==> config.mk <==
export PLATFORM = sky130hd
export DESIGN_NAME = mfb_frame_lng_check_flat
export DESIGN_NICKNAME = d
export VERILOG_FILES = /design/src/rtl/mfb_frame_lng_check_if.sv /design/src/rtl/mfb_frame_lng_check.sv /design/src/flat_wrapper.sv
export SDC_FILE = /design/constraint.sdc
export NUM_CORES = 1
export LEC_CHECK = 0
export ABC_CLOCK_PERIOD_IN_PS = 2600
export CORE_AREA = 4 4 253 255
export CTS_BUF_LIST = sky130_fd_sc_hd__clkbuf_8
export CTS_CLUSTER_SIZE = 12
export DETAILED_ROUTE_END_ITERATION = 12
export DIE_AREA = 0 0 257 259
export PLACE_DENSITY_LB_ADDON = 0.08
export REMOVE_ABC_BUFFERS = 1
export SLEW_MARGIN = 10
export SYNTH_ARGS = -nofsm -noshare
export SYNTH_HDL_FRONTEND = slang
export SYNTH_SLANG_ARGS = --single-unit
export TNS_END_PERCENT = 30
==> constraint.sdc <==
create_clock -name clk -period 2.6 [get_ports clk]
set_input_delay 0.52 -clock clk [delete_from_list [all_inputs] [get_ports clk]]
set_output_delay 0.52 -clock clk [all_outputs]
set_load 0.005 [all_outputs]
==> src/rtl/mfb_frame_lng_check_if.sv <==
`default_nettype none
// ============================================================================
// Module   : mfb_frame_lng_check_if
// Brief    : Multi-region MFB stream bundle (data, SOF/EOF and positions,
//            src/dst ready), with master and slave views.
// Revision : 1.0 - initial release
// ============================================================================
interface mfb_frame_lng_check_if #(
  parameter int REGIONS     = 1,
  parameter int REGION_SIZE = 4,
  parameter int BLOCK_SIZE  = 8,
  parameter int ITEM_WIDTH  = 8
);
  localparam int C_SP = (REGION_SIZE > 1) ? $clog2(REGION_SIZE) : 1;
  localparam int C_EP = $clog2(REGION_SIZE * BLOCK_SIZE);

  logic [REGIONS*REGION_SIZE*BLOCK_SIZE*ITEM_WIDTH-1:0] data;
  logic [REGIONS*C_SP-1:0]                              sof_pos;
  logic [REGIONS*C_EP-1:0]                              eof_pos;
  logic [REGIONS-1:0]                                   sof;
  logic [REGIONS-1:0]                                   eof;
  logic                                                 src_rdy;
  logic                                                 dst_rdy;

  modport master (output data, sof_pos, eof_pos, sof, eof, src_rdy, input  dst_rdy);
  modport slave  (input  data, sof_pos, eof_pos, sof, eof, src_rdy, output dst_rdy);
endinterface
`default_nettype wire

==> src/rtl/mfb_frame_lng_check.sv <==
`default_nettype none
// ============================================================================
// Module   : mfb_frame_lng_check
// Brief    : Inline MFB frame-length meter; annotates EOF regions with the
//            frame length and undersize/oversize flags. Statistics counters
//            are built only when FRAME_LNG_CHECK_STATS_EN is defined.
// Revision : 1.0 - initial release
// ============================================================================
module mfb_frame_lng_check #(
  parameter int REGIONS        = 1,
  parameter int REGION_SIZE    = 4,
  parameter int BLOCK_SIZE     = 8,
  parameter int ITEM_WIDTH     = 8,
  parameter int LNG_WIDTH      = 16,
  parameter int SATURATION     = 0,
  parameter int FRAME_SIZE_MIN = 60,
  parameter int FRAME_SIZE_MAX = 1526
) (
  input  logic                         clk,
  input  logic                         reset_n,
  mfb_frame_lng_check_if.slave         rx,
  mfb_frame_lng_check_if.master        tx,
  output logic [REGIONS*LNG_WIDTH-1:0] tx_frame_lng,
  output logic [REGIONS-1:0]           tx_lng_under,
  output logic [REGIONS-1:0]           tx_lng_over,
  input  logic                         stat_clear,
  output logic [31:0]                  stat_frames,
  output logic [31:0]                  stat_under,
  output logic [31:0]                  stat_over
);
  localparam int C_SP = (REGION_SIZE > 1) ? $clog2(REGION_SIZE) : 1;
  localparam int C_EP = $clog2(REGION_SIZE * BLOCK_SIZE);
  localparam int C_BB = $clog2(BLOCK_SIZE);
  localparam int C_RW = REGIONS * REGION_SIZE * BLOCK_SIZE * ITEM_WIDTH;
  localparam logic [C_EP:0] C_WORD = (C_EP + 1)'(REGION_SIZE * BLOCK_SIZE);
  localparam logic [C_EP:0] C_ONE  = (C_EP + 1)'(1);

  typedef enum logic [0:0] {ST_IDLE = 1'b0, ST_OPEN = 1'b1} state_t;

  state_t                         r_state, w_state_next;
  logic [LNG_WIDTH:0]             r_acc, w_acc_next;   // MSB is sticky overflow
  logic                           r_src_rdy;
  logic [C_RW-1:0]                r_data;
  logic [REGIONS*C_SP-1:0]        r_sof_pos;
  logic [REGIONS*C_EP-1:0]        r_eof_pos;
  logic [REGIONS-1:0]             r_sof, r_eof, r_under, r_over;
  logic [REGIONS*LNG_WIDTH-1:0]   r_lng;
  logic [REGIONS*LNG_WIDTH-1:0]   w_lng;
  logic [REGIONS-1:0]             w_under, w_over;
  logic                           w_dst_rdy, w_accept;

  function automatic logic [LNG_WIDTH:0] acc_add(input logic [LNG_WIDTH:0] acc,
                                                 input logic [C_EP:0]      val);
    logic [LNG_WIDTH+1:0] sum;
    sum = {2'b00, acc[LNG_WIDTH-1:0]} + {{(LNG_WIDTH + 1 - C_EP){1'b0}}, val};
    return {acc[LNG_WIDTH] | sum[LNG_WIDTH] | sum[LNG_WIDTH+1], sum[LNG_WIDTH-1:0]};
  endfunction

  function automatic logic [LNG_WIDTH-1:0] report(input logic [LNG_WIDTH:0] v);
    if (SATURATION != 0 && v[LNG_WIDTH]) return '1;
    return v[LNG_WIDTH-1:0];
  endfunction

  assign w_dst_rdy  = tx.dst_rdy | ~r_src_rdy;
  assign w_accept   = rx.src_rdy & w_dst_rdy;
  assign rx.dst_rdy = w_dst_rdy;

  always_ff @(posedge clk) begin
    if (!reset_n) begin
      r_state <= ST_IDLE;
      r_acc   <= '0;
    end else if (w_accept) begin
      r_state <= w_state_next;
      r_acc   <= w_acc_next;
    end
  end

  // Regions are walked in order so a word may close one frame and open the next.
  always_comb begin
    logic               w_open, w_sof, w_eof, w_close_old, w_single, w_open_new;
    logic [C_EP-1:0]    w_sof_item, w_eof_item;
    logic [LNG_WIDTH:0] w_acc, w_fin;
    w_open      = (r_state == ST_OPEN);
    w_acc       = r_acc;
    w_sof       = 1'b0;
    w_eof       = 1'b0;
    w_close_old = 1'b0;
    w_single    = 1'b0;
    w_open_new  = 1'b0;
    w_sof_item  = '0;
    w_eof_item  = '0;
    w_fin       = '0;
    w_lng       = '0;
    w_under     = '0;
    w_over      = '0;
    for (int r = 0; r < REGIONS; r++) begin
      w_sof       = rx.sof[r];
      w_eof       = rx.eof[r];
      w_sof_item  = C_EP'(rx.sof_pos[r*C_SP +: C_SP]) << C_BB;
      w_eof_item  = rx.eof_pos[r*C_EP +: C_EP];
      w_close_old = w_eof & (w_open | (w_sof & (w_eof_item < w_sof_item)));
      w_single    = w_eof & w_sof & ~w_close_old;
      w_open_new  = w_sof & ~w_single;
      w_fin       = '0;
      if (w_close_old) begin
        w_fin  = acc_add(w_acc, {1'b0, w_eof_item} + C_ONE);
        w_acc  = '0;
        w_open = 1'b0;
      end else if (w_open) begin
        w_acc = acc_add(w_acc, C_WORD);
      end
      if (w_single) begin
        w_fin = acc_add('0, {1'b0, w_eof_item - w_sof_item} + C_ONE);
      end
      if (w_open_new) begin
        w_acc  = acc_add('0, C_WORD - {1'b0, w_sof_item});
        w_open = 1'b1;
      end
      if (w_eof) begin
        w_lng[r*LNG_WIDTH +: LNG_WIDTH] = report(w_fin);
        w_under[r] = ~w_fin[LNG_WIDTH] &
                     (64'(w_fin[LNG_WIDTH-1:0]) < 64'(FRAME_SIZE_MIN));
        w_over[r]  = w_fin[LNG_WIDTH] |
                     (64'(w_fin[LNG_WIDTH-1:0]) > 64'(FRAME_SIZE_MAX));
      end
    end
    w_state_next = w_open ? ST_OPEN : ST_IDLE;
    w_acc_next   = w_acc;
  end

  always_ff @(posedge clk) begin
    if (!reset_n) begin
      r_src_rdy <= 1'b0;
      r_data    <= '0;
      r_sof_pos <= '0;
      r_eof_pos <= '0;
      r_sof     <= '0;
      r_eof     <= '0;
      r_lng     <= '0;
      r_under   <= '0;
      r_over    <= '0;
    end else if (w_dst_rdy) begin
      r_src_rdy <= rx.src_rdy;
      r_data    <= rx.data;
      r_sof_pos <= rx.sof_pos;
      r_eof_pos <= rx.eof_pos;
      r_sof     <= rx.sof & {REGIONS{rx.src_rdy}};
      r_eof     <= rx.eof & {REGIONS{rx.src_rdy}};
      r_lng     <= w_lng;
      r_under   <= w_under;
      r_over    <= w_over;
    end
  end

  assign tx.src_rdy     = r_src_rdy;
  assign tx.data        = r_data;
  assign tx.sof_pos     = r_sof_pos;
  assign tx.eof_pos     = r_eof_pos;
  assign tx.sof         = r_sof;
  assign tx.eof         = r_eof;
  assign tx_frame_lng   = r_lng;
  assign tx_lng_under   = r_under;
  assign tx_lng_over    = r_over;

`ifdef FRAME_LNG_CHECK_STATS_EN
  logic [31:0] r_stat_frames, r_stat_under, r_stat_over;
  logic        w_xfer;

  function automatic logic [31:0] sat_inc(input logic [31:0] cnt, input logic [REGIONS-1:0] hits);
    logic [32:0] sum;
    sum = {1'b0, cnt} + 33'($countones(hits));
    return sum[32] ? 32'hFFFF_FFFF : sum[31:0];
  endfunction

  assign w_xfer = r_src_rdy & tx.dst_rdy;

  always_ff @(posedge clk) begin
    if (!reset_n || stat_clear) begin
      r_stat_frames <= '0;
      r_stat_under  <= '0;
      r_stat_over   <= '0;
    end else if (w_xfer) begin
      r_stat_frames <= sat_inc(r_stat_frames, r_eof);
      r_stat_under  <= sat_inc(r_stat_under,  r_eof & r_under);
      r_stat_over   <= sat_inc(r_stat_over,   r_eof & r_over);
    end
  end

  assign stat_frames = r_stat_frames;
  assign stat_under  = r_stat_under;
  assign stat_over   = r_stat_over;
`else
  logic w_unused_stat_clear;
  assign w_unused_stat_clear = stat_clear;
  assign stat_frames = '0;
  assign stat_under  = '0;
  assign stat_over   = '0;
`endif
endmodule
`default_nettype wire

==> src/flat_wrapper.sv <==
// flat-port wrapper written by rule: the top's interface ports become plain ports
module mfb_frame_lng_check_flat 
#(
  parameter int REGIONS        = 1,
  parameter int REGION_SIZE    = 4,
  parameter int BLOCK_SIZE     = 8,
  parameter int ITEM_WIDTH     = 8,
  parameter int LNG_WIDTH      = 16,
  parameter int SATURATION     = 0,
  parameter int FRAME_SIZE_MIN = 60,
  parameter int FRAME_SIZE_MAX = 1526
)
  (clk, reset_n, tx_frame_lng, tx_lng_under, tx_lng_over, stat_clear, stat_frames, stat_under, stat_over, rx_data, rx_sof_pos, rx_eof_pos, rx_sof, rx_eof, rx_src_rdy, rx_dst_rdy, tx_data, tx_sof_pos, tx_eof_pos, tx_sof, tx_eof, tx_src_rdy, tx_dst_rdy);
  mfb_frame_lng_check_if #(.REGIONS(REGIONS), .REGION_SIZE(REGION_SIZE), .BLOCK_SIZE(BLOCK_SIZE), .ITEM_WIDTH(ITEM_WIDTH)) rx_i ();
  mfb_frame_lng_check_if #(.REGIONS(REGIONS), .REGION_SIZE(REGION_SIZE), .BLOCK_SIZE(BLOCK_SIZE), .ITEM_WIDTH(ITEM_WIDTH)) tx_i ();
  input  logic clk;
  input  logic reset_n;
  output logic [REGIONS*LNG_WIDTH-1:0] tx_frame_lng;
  output logic [REGIONS-1:0] tx_lng_under;
  output logic [REGIONS-1:0] tx_lng_over;
  input  logic stat_clear;
  output logic [31:0] stat_frames;
  output logic [31:0] stat_under;
  output logic [31:0] stat_over;
  input wire logic [$bits(rx_i.data)-1:0] rx_data;
  input wire logic [$bits(rx_i.sof_pos)-1:0] rx_sof_pos;
  input wire logic [$bits(rx_i.eof_pos)-1:0] rx_eof_pos;
  input wire logic [$bits(rx_i.sof)-1:0] rx_sof;
  input wire logic [$bits(rx_i.eof)-1:0] rx_eof;
  input wire logic [$bits(rx_i.src_rdy)-1:0] rx_src_rdy;
  output wire logic [$bits(rx_i.dst_rdy)-1:0] rx_dst_rdy;
  output wire logic [$bits(tx_i.data)-1:0] tx_data;
  output wire logic [$bits(tx_i.sof_pos)-1:0] tx_sof_pos;
  output wire logic [$bits(tx_i.eof_pos)-1:0] tx_eof_pos;
  output wire logic [$bits(tx_i.sof)-1:0] tx_sof;
  output wire logic [$bits(tx_i.eof)-1:0] tx_eof;
  output wire logic [$bits(tx_i.src_rdy)-1:0] tx_src_rdy;
  input wire logic [$bits(tx_i.dst_rdy)-1:0] tx_dst_rdy;
  assign rx_i.data = rx_data;
  assign rx_i.sof_pos = rx_sof_pos;
  assign rx_i.eof_pos = rx_eof_pos;
  assign rx_i.sof = rx_sof;
  assign rx_i.eof = rx_eof;
  assign rx_i.src_rdy = rx_src_rdy;
  assign rx_dst_rdy = rx_i.dst_rdy;
  assign tx_data = tx_i.data;
  assign tx_sof_pos = tx_i.sof_pos;
  assign tx_eof_pos = tx_i.eof_pos;
  assign tx_sof = tx_i.sof;
  assign tx_eof = tx_i.eof;
  assign tx_src_rdy = tx_i.src_rdy;
  assign tx_i.dst_rdy = tx_dst_rdy;
  mfb_frame_lng_check #(.REGIONS(REGIONS), .REGION_SIZE(REGION_SIZE), .BLOCK_SIZE(BLOCK_SIZE), .ITEM_WIDTH(ITEM_WIDTH), .LNG_WIDTH(LNG_WIDTH), .SATURATION(SATURATION), .FRAME_SIZE_MIN(FRAME_SIZE_MIN), .FRAME_SIZE_MAX(FRAME_SIZE_MAX)) u_core (.clk(clk), .reset_n(reset_n), .rx(rx_i), .tx(tx_i), .tx_frame_lng(tx_frame_lng), .tx_lng_under(tx_lng_under), .tx_lng_over(tx_lng_over), .stat_clear(stat_clear), .stat_frames(stat_frames), .stat_under(stat_under), .stat_over(stat_over));
endmodule
After elaboration in Yosys (flattened, before gate mapping)
Cells that the tools add are included.
{"block": "classes", "mux": 11, "bitwise": 20, "n_addsub": 6, "n_reduce_logical": 2, "magnitude_cmp": 3}
{"cell": "$mux W17", "n": 5}
{"cell": "$add A16 B6 Y17", "n": 1}
{"cell": "$add A16 B6 Y17 const B", "n": 1}
{"cell": "$gt A16 B11 Y1 const B", "n": 1}
{"cell": "$lt A16 B6 Y1 const B", "n": 1}
{"cell": "$mux W16", "n": 1}
{"cell": "$add A5 B1 Y6 const B", "n": 2}
{"cell": "$and A1 B1 Y1", "n": 9}
{"cell": "$sub A6 B5 Y6 const A", "n": 1}
{"cell": "$lt A5 B5 Y1", "n": 1}
{"cell": "$mux W1", "n": 5}
{"cell": "$or A1 B1 Y1", "n": 5}
{"cell": "$sub A5 B5 Y5", "n": 1}
{"cell": "$not A1 Y1", "n": 4}
{"cell": "$reduce_bool A3 Y1", "n": 1}
{"cell": "$or A1 B1 Y1 const B", "n": 2}
{"cell": "$reduce_and A2 Y1", "n": 1}
{"block": "word_totals", "out_inout_bits": 381, "register_bits": 302, "in_bits": 270}

Longest topological paths before layout
{"block": "depth", "word_depth": 10, "ltp_mapped": 11, "mapped_depth_nobuf": 10}

Least setup slack after synthesis
No wires, ideal clock.
{"block": "synth_path", "path_type": "input to register", "from": "input rx_eof_pos[3]", "to": "register u_core.r_under (netlist: u_core.tx_lng_under)", "stages": 9, "arrival_ps": 2662, "n_path_buf": 0, "setup_time_ps": 87, "slack_ps": -149, "cell_sequence": "inv_1 > ha_1 > fa_1 > a21o_1 > nand2_1 > nor2_1 > or4_1 > or4_1 > o31ai_1"}
{"block": "synth_between", "elab_chain_len": 10, "word_cells_on_any_way": 18, "cone_classes": "add/sub: 4; order compare: 2; mux: 3; bitwise: 9"}
{"element": "start: declaration", "line": "flat_wrapper.sv:27", "source": "input wire logic [$bits(rx_i.eof_pos)-1:0] rx_eof_pos;"}
{"element": "parallel branches: the longest is 6 deep, another holds $add A16 B6 Y17"}
{"element": "$mux W17 *", "line": "mfb_frame_lng_check.sv:112", "source": "if (w_single) begin"}
{"element": "$lt A16 B6 Y1 / $not A1 Y1 (equally long branches)", "line": "mfb_frame_lng_check.sv:122, mfb_frame_lng_check.sv:121"}
{"element": "$and A1 B1 Y1 *", "line": "mfb_frame_lng_check.sv:121", "source": "w_under[r] = ~w_fin[LNG_WIDTH] &"}
{"element": "$mux W1 *", "line": "mfb_frame_lng_check.sv:119", "source": "if (w_eof) begin"}
{"element": "end signal: assignment", "line": "mfb_frame_lng_check.sv:150", "source": "r_under <= w_under;"}
{"element": "end: declaration", "line": "mfb_frame_lng_check.sv:46", "source": "logic [REGIONS-1:0] r_sof, r_eof, r_under, r_over;"}
Mark *: on every way between the ends.
A chain may end at the register's enable or synchronous reset.

Final worst setup path
{"block": "layout_path", "from": "input rx_sof_pos[0]", "to": "register u_core.r_under (netlist: u_core.tx_lng_under)"}
{"block": "layout_between", "elab_chain_len": 10, "word_cells_on_any_way": 14, "cone_classes": "add/sub: 2; order compare: 2; mux: 3; bitwise: 7"}
{"element": "start: declaration", "line": "flat_wrapper.sv:26", "source": "input wire logic [$bits(rx_i.sof_pos)-1:0] rx_sof_pos;"}
{"element": "parallel branches: the longest is 6 deep, another holds $add A5 B1 Y6"}
{"element": "$mux W17 *", "line": "mfb_frame_lng_check.sv:112"}
{"element": "$lt A16 B6 Y1 / $not A1 Y1 (equally long branches)", "line": "mfb_frame_lng_check.sv:122, mfb_frame_lng_check.sv:121"}
{"element": "$and A1 B1 Y1 *", "line": "mfb_frame_lng_check.sv:121"}
{"element": "$mux W1 *", "line": "mfb_frame_lng_check.sv:119"}
Marked as above.

==> impl_metrics.env <==
export IMPL_status="complete, but fails checks"
export IMPL_failed_checks="setup timing"
export IMPL_power_mw=11.67
export IMPL_row_count=91
export IMPL_finalSetupTns_ns=-0.05904
export IMPL_cts_root_buf="clkbuf_8"
export IMPL_die_area_um2=66560
export IMPL_cp_depth=9
export IMPL_fin_skew_ns=0.02564
export IMPL_fin_area_um2=20280
export IMPL_hold_path_class="in2reg"
export IMPL_synth_edf_count=0
export IMPL_clockBufferDepth=3
export IMPL_max_freq_mhz=376.1
export IMPL_pre_cts_slack_ns=-0.7996
export IMPL_grt_pass1_vias=11810
export IMPL_relSlewSlack_pct=44.68
export IMPL_setup_viol=1
export IMPL_num_io_pins=651
export IMPL_cts_buffers=59
export IMPL_cts_max_level=2
export IMPL_syn_cell_area_um2=12530
export IMPL_finalHoldViolCount=0
export IMPL_cts_sinks=299
export IMPL_avgSynthCellArea_um2=8.205
export IMPL_maxCapViolCount=0
export IMPL_start_kind="input port"
export IMPL_reg2reg_depth=8
export IMPL_max_stage_delay_ns=0.54
export IMPL_gr_total_overflow=0
export IMPL_ys_ff_latch=299
export IMPL_first_iter_violations=525
export IMPL_end_kind="flop"
export IMPL_grt_use_total_pct=15.22
export IMPL_layout_drive_gt1_share_pct=8.140
export IMPL_vias=11910
export IMPL_die_h_um=259
export IMPL_rsz0062_at_grt="true"
export IMPL_floorplan_initialDensity_pct=20.34
export IMPL_grt_pass1_wl_um=78230
export IMPL_yosysSeqAreaShare_pct=47.77
export IMPL_vias_per_cell=3.982
export IMPL_drv_slew=0
export IMPL_slowest_stage="or4_4"
export IMPL_ys_warn_count=0
export IMPL_holdPathStages=4
export IMPL_rrSetupSlack_ns=0.03
export IMPL_critPathBufInv=1
export IMPL_antenna_left=0
export IMPL_wl_per_cell_um=18.10
export IMPL_worstPathCellList="clkdlybuf4s50_1 -> ha_2 -> fa_2 -> a21o_1 -> nand2_2 -> nor2_1 -> or4_1 -> or4_4 -> o31ai_4"
export IMPL_holdPathEnd="u_core.tx.eof_pos[3]$_SDFFE_PN0N_"
export IMPL_async_flop_share_pct=0
export IMPL_portBuffers=553
export IMPL_hp_start="rx_eof_pos[3]"
export IMPL_power_density_nw_per_um2=575.3
export IMPL_wl_um=54110
export IMPL_tightest_slew_ns=0.8299
export IMPL_r2r_start="u_core.r_acc[3]$_SDFFE_PN0P_"
export IMPL_areaGrowthSynthToFinish_pct=61.86
export IMPL_synth_cell_types=46
export IMPL_die_width_um=257
export IMPL_fin_ws_ns=-0.05904
export IMPL_first_pass_iters=4
export IMPL_cp_arrival_ns=3.20
export IMPL_core_area_um2=61600
export IMPL_critPathKind="in2reg"
export IMPL_clk_pin_slew_ns=0.05
export IMPL_placed_area_um2=18960
export IMPL_dpl_hpwl_um=38980
export IMPL_gp_congestion=0.7799
export IMPL_antenna_found_initial=5
export IMPL_r2r_end="u_core.tx_lng_under$_SDFFE_PN0N_"
export IMPL_period_needed_ns=2.659
export IMPL_critPathRequiredTime_ns=3.14
export IMPL_grt_max_degree=171
export IMPL_insertion_delay_ns=0.64
export IMPL_cts_tree="done"
export IMPL_path_max_fanout=4
export IMPL_fin_util_pct=32.92
export IMPL_fin_crit_sh_pct=102.3
export IMPL_drc=0
export IMPL_synthFlopType="dfxtp_1"
export IMPL_nets=2381
export IMPL_crit_family="simple AND/OR/NAND/NOR gates"
export IMPL_netlist_instances=1527
export IMPL_ir_drop_uv=382.2
export IMPL_leakagePower_nw=8.140
## layout by cell type, fill, tap and decap left out, types with 2 or more instances in the layout
master           synthesis  final
a21boi_0               277    277
a21oi_1                 13     12
a21oi_2                  3      4
a22oi_1                  9      8
a31oi_1                  4      4
and2_1                  10     10
and3_1                   3      3
buf_12                   0      8
buf_4                   97     63
clkbuf_8                 0     79
clkdlybuf4s50_1          0    549
conb_1                   1     96
dfxtp_1                299    297
dfxtp_2                  0      2
diode_2                  0      3
dlymetal6s2s_1           0      2
ha_1                     7      4
ha_4                     0      2
inv_1                    7     32
mux2i_1                  4      4
nand2_1                568    567
nand2b_1                 3      3
nand3_1                  8      8
nand3b_1                 3      3
nand4_1                  4      4
nor2_1                  15     15
nor2b_1                 11     10
nor3_1                   8      8
nor4_1                   2      2
o211a_1                  4      4
o21ai_0                 19     18
o31ai_1                  3      2
or3_1                    2      2
or4_1                    4      3
xnor2_1                 12     11
xor2_1                   5      5
## worst max-delay path by stage
| stage | start | endpoint | slack, ns |
|---|---|---|---|
| final | rx_sof_pos[0] | u_core.tx_lng_under$_SDFFE_PN0N_ | -0.06 |
| after floorplan | tx_dst_rdy | u_core.tx_lng_over$_SDFFE_PN0N_ | -20.71 |
| after global routing | u_core.r_acc[3]$_SDFFE_PN0P_ | u_core.tx_lng_under$_SDFFE_PN0N_ | -0.07 |
| after CTS | rx_eof_pos[3] | u_core.tx_lng_under$_SDFFE_PN0N_ | -0.02 |
| after detailed placement | rx_eof_pos[3] | u_core.tx_lng_under$_SDFFE_PN0N_ | -0.80 |
| after global placement | rx_eof_pos[3] | u_core.tx_lng_under$_SDFFE_PN0N_ | -0.76 |
## metal layers
layer / GRT usage [%] / up-vias / wire length [um]
li1: - / 5930 / -
met1: 16.99 / 5515 / 21330
met2: 27.30 / 367 / 27320
met3: 5.102 / 90 / 3937
met4: 4.986 / 4 / 1485
met5: 0 / - / 36
## layout make-up
type                       instances  area (um^2)
sequential                       299         5988
clock inverter                    29        118.9
timing repair buffer             624         6173
inverter                           7        33.78
clock buffer                      79         1087
antenna                            3        7.507
tap                              837         1047
multi-input combinational       1112         5824
fill                            6543        41320
## what timing repair did
item,in CTS,in global routing
gates cloned,0,0
hold buffers,0,0
setup buffers,0,4
pin swaps,2,10
resized for setup,4,14
endpoints found under the setup margin,3,9
## state kept, by name (all words and copies together) (netlist names), 2 cells and up
| signal | cells |
|---|---|
| u_core.tx.data | 256 |
| u_core.tx.sof_pos | 2 |
| u_core.tx_frame_lng | 16 |
| u_core.tx.eof_pos | 5 |
| u_core.r_acc | 14 |
## worst register-to-register path, stage by stage (launching register included)
cell,delay (ns)
dfxtp_2,0.34
ha_4,0.28
nand4_1,0.18
a21oi_2,0.24
xnor2_2,0.14
nor2_1,0.07
or4_1,0.53
or4_4,0.54
o31ai_4,0.16
## kinds of logic (layout without fill, tap and decap cells)
family / count (synthesis) / after routing / synth area share (%)
muxes: 4 / 4 / 0.3196
AOI/OAI and AO/OA: 340 / 340 / 19.86
and+or+nand+nor: 647 / 647 / 20.74
adders and majority gates: 8 / 8 / 0.8588
DFF: 299 / 299 / 47.77
xor gates and xnor gates: 17 / 17 / 1.188
buffers and inverters: 211 / 739 / 9.227
other: 1 / 99 / 0.02993
## cells in the mapped netlist, drive strengths merged (2+ instances only)
master / instances / area (um^2)
nand2: 568 / 2132
dfxtp: 299 / 5986
a21boi: 277 / 2079
buf: 103 / 750.7
clkbuf: 101 / 379.1
o21ai: 19 / 95.09
a21oi: 16 / 91.34
nor2: 15 / 56.30
xnor2: 12 / 105.1
nor2b: 11 / 68.82
and2: 10 / 62.56
a22oi: 9 / 67.56
nand3: 8 / 40.04
nor3: 8 / 40.04
ha: 7 / 87.58
inv: 7 / 26.28
nand4: 5 / 37.53
xor2: 5 / 43.79
a31oi: 4 / 25.02
mux2i: 4 / 40.04
o211a: 4 / 40.04
or4: 4 / 30.03
and3: 3 / 18.77
nand2b: 3 / 18.77
nand3b: 3 / 22.52
o31ai: 3 / 22.52
nor4: 2 / 12.51
or3: 2 / 12.51
## report_power, final
group	switching [mW]	internal [mW]
Combinational	0.757	1.08
Clock	2.16	2.68
Sequential	0.133	4.86
Total	3.05	8.62
## stage by stage
stage               cells  hold WS [ns]
finish               2990        0.3558
global route         2989        0.3196
CTS                  2983        0.3212
detailed placement   2875        0.4549
global placement     2875        0.4481
floorplan            1418        0.4536
No activity file was read; power rests on OpenSTA's default activity.
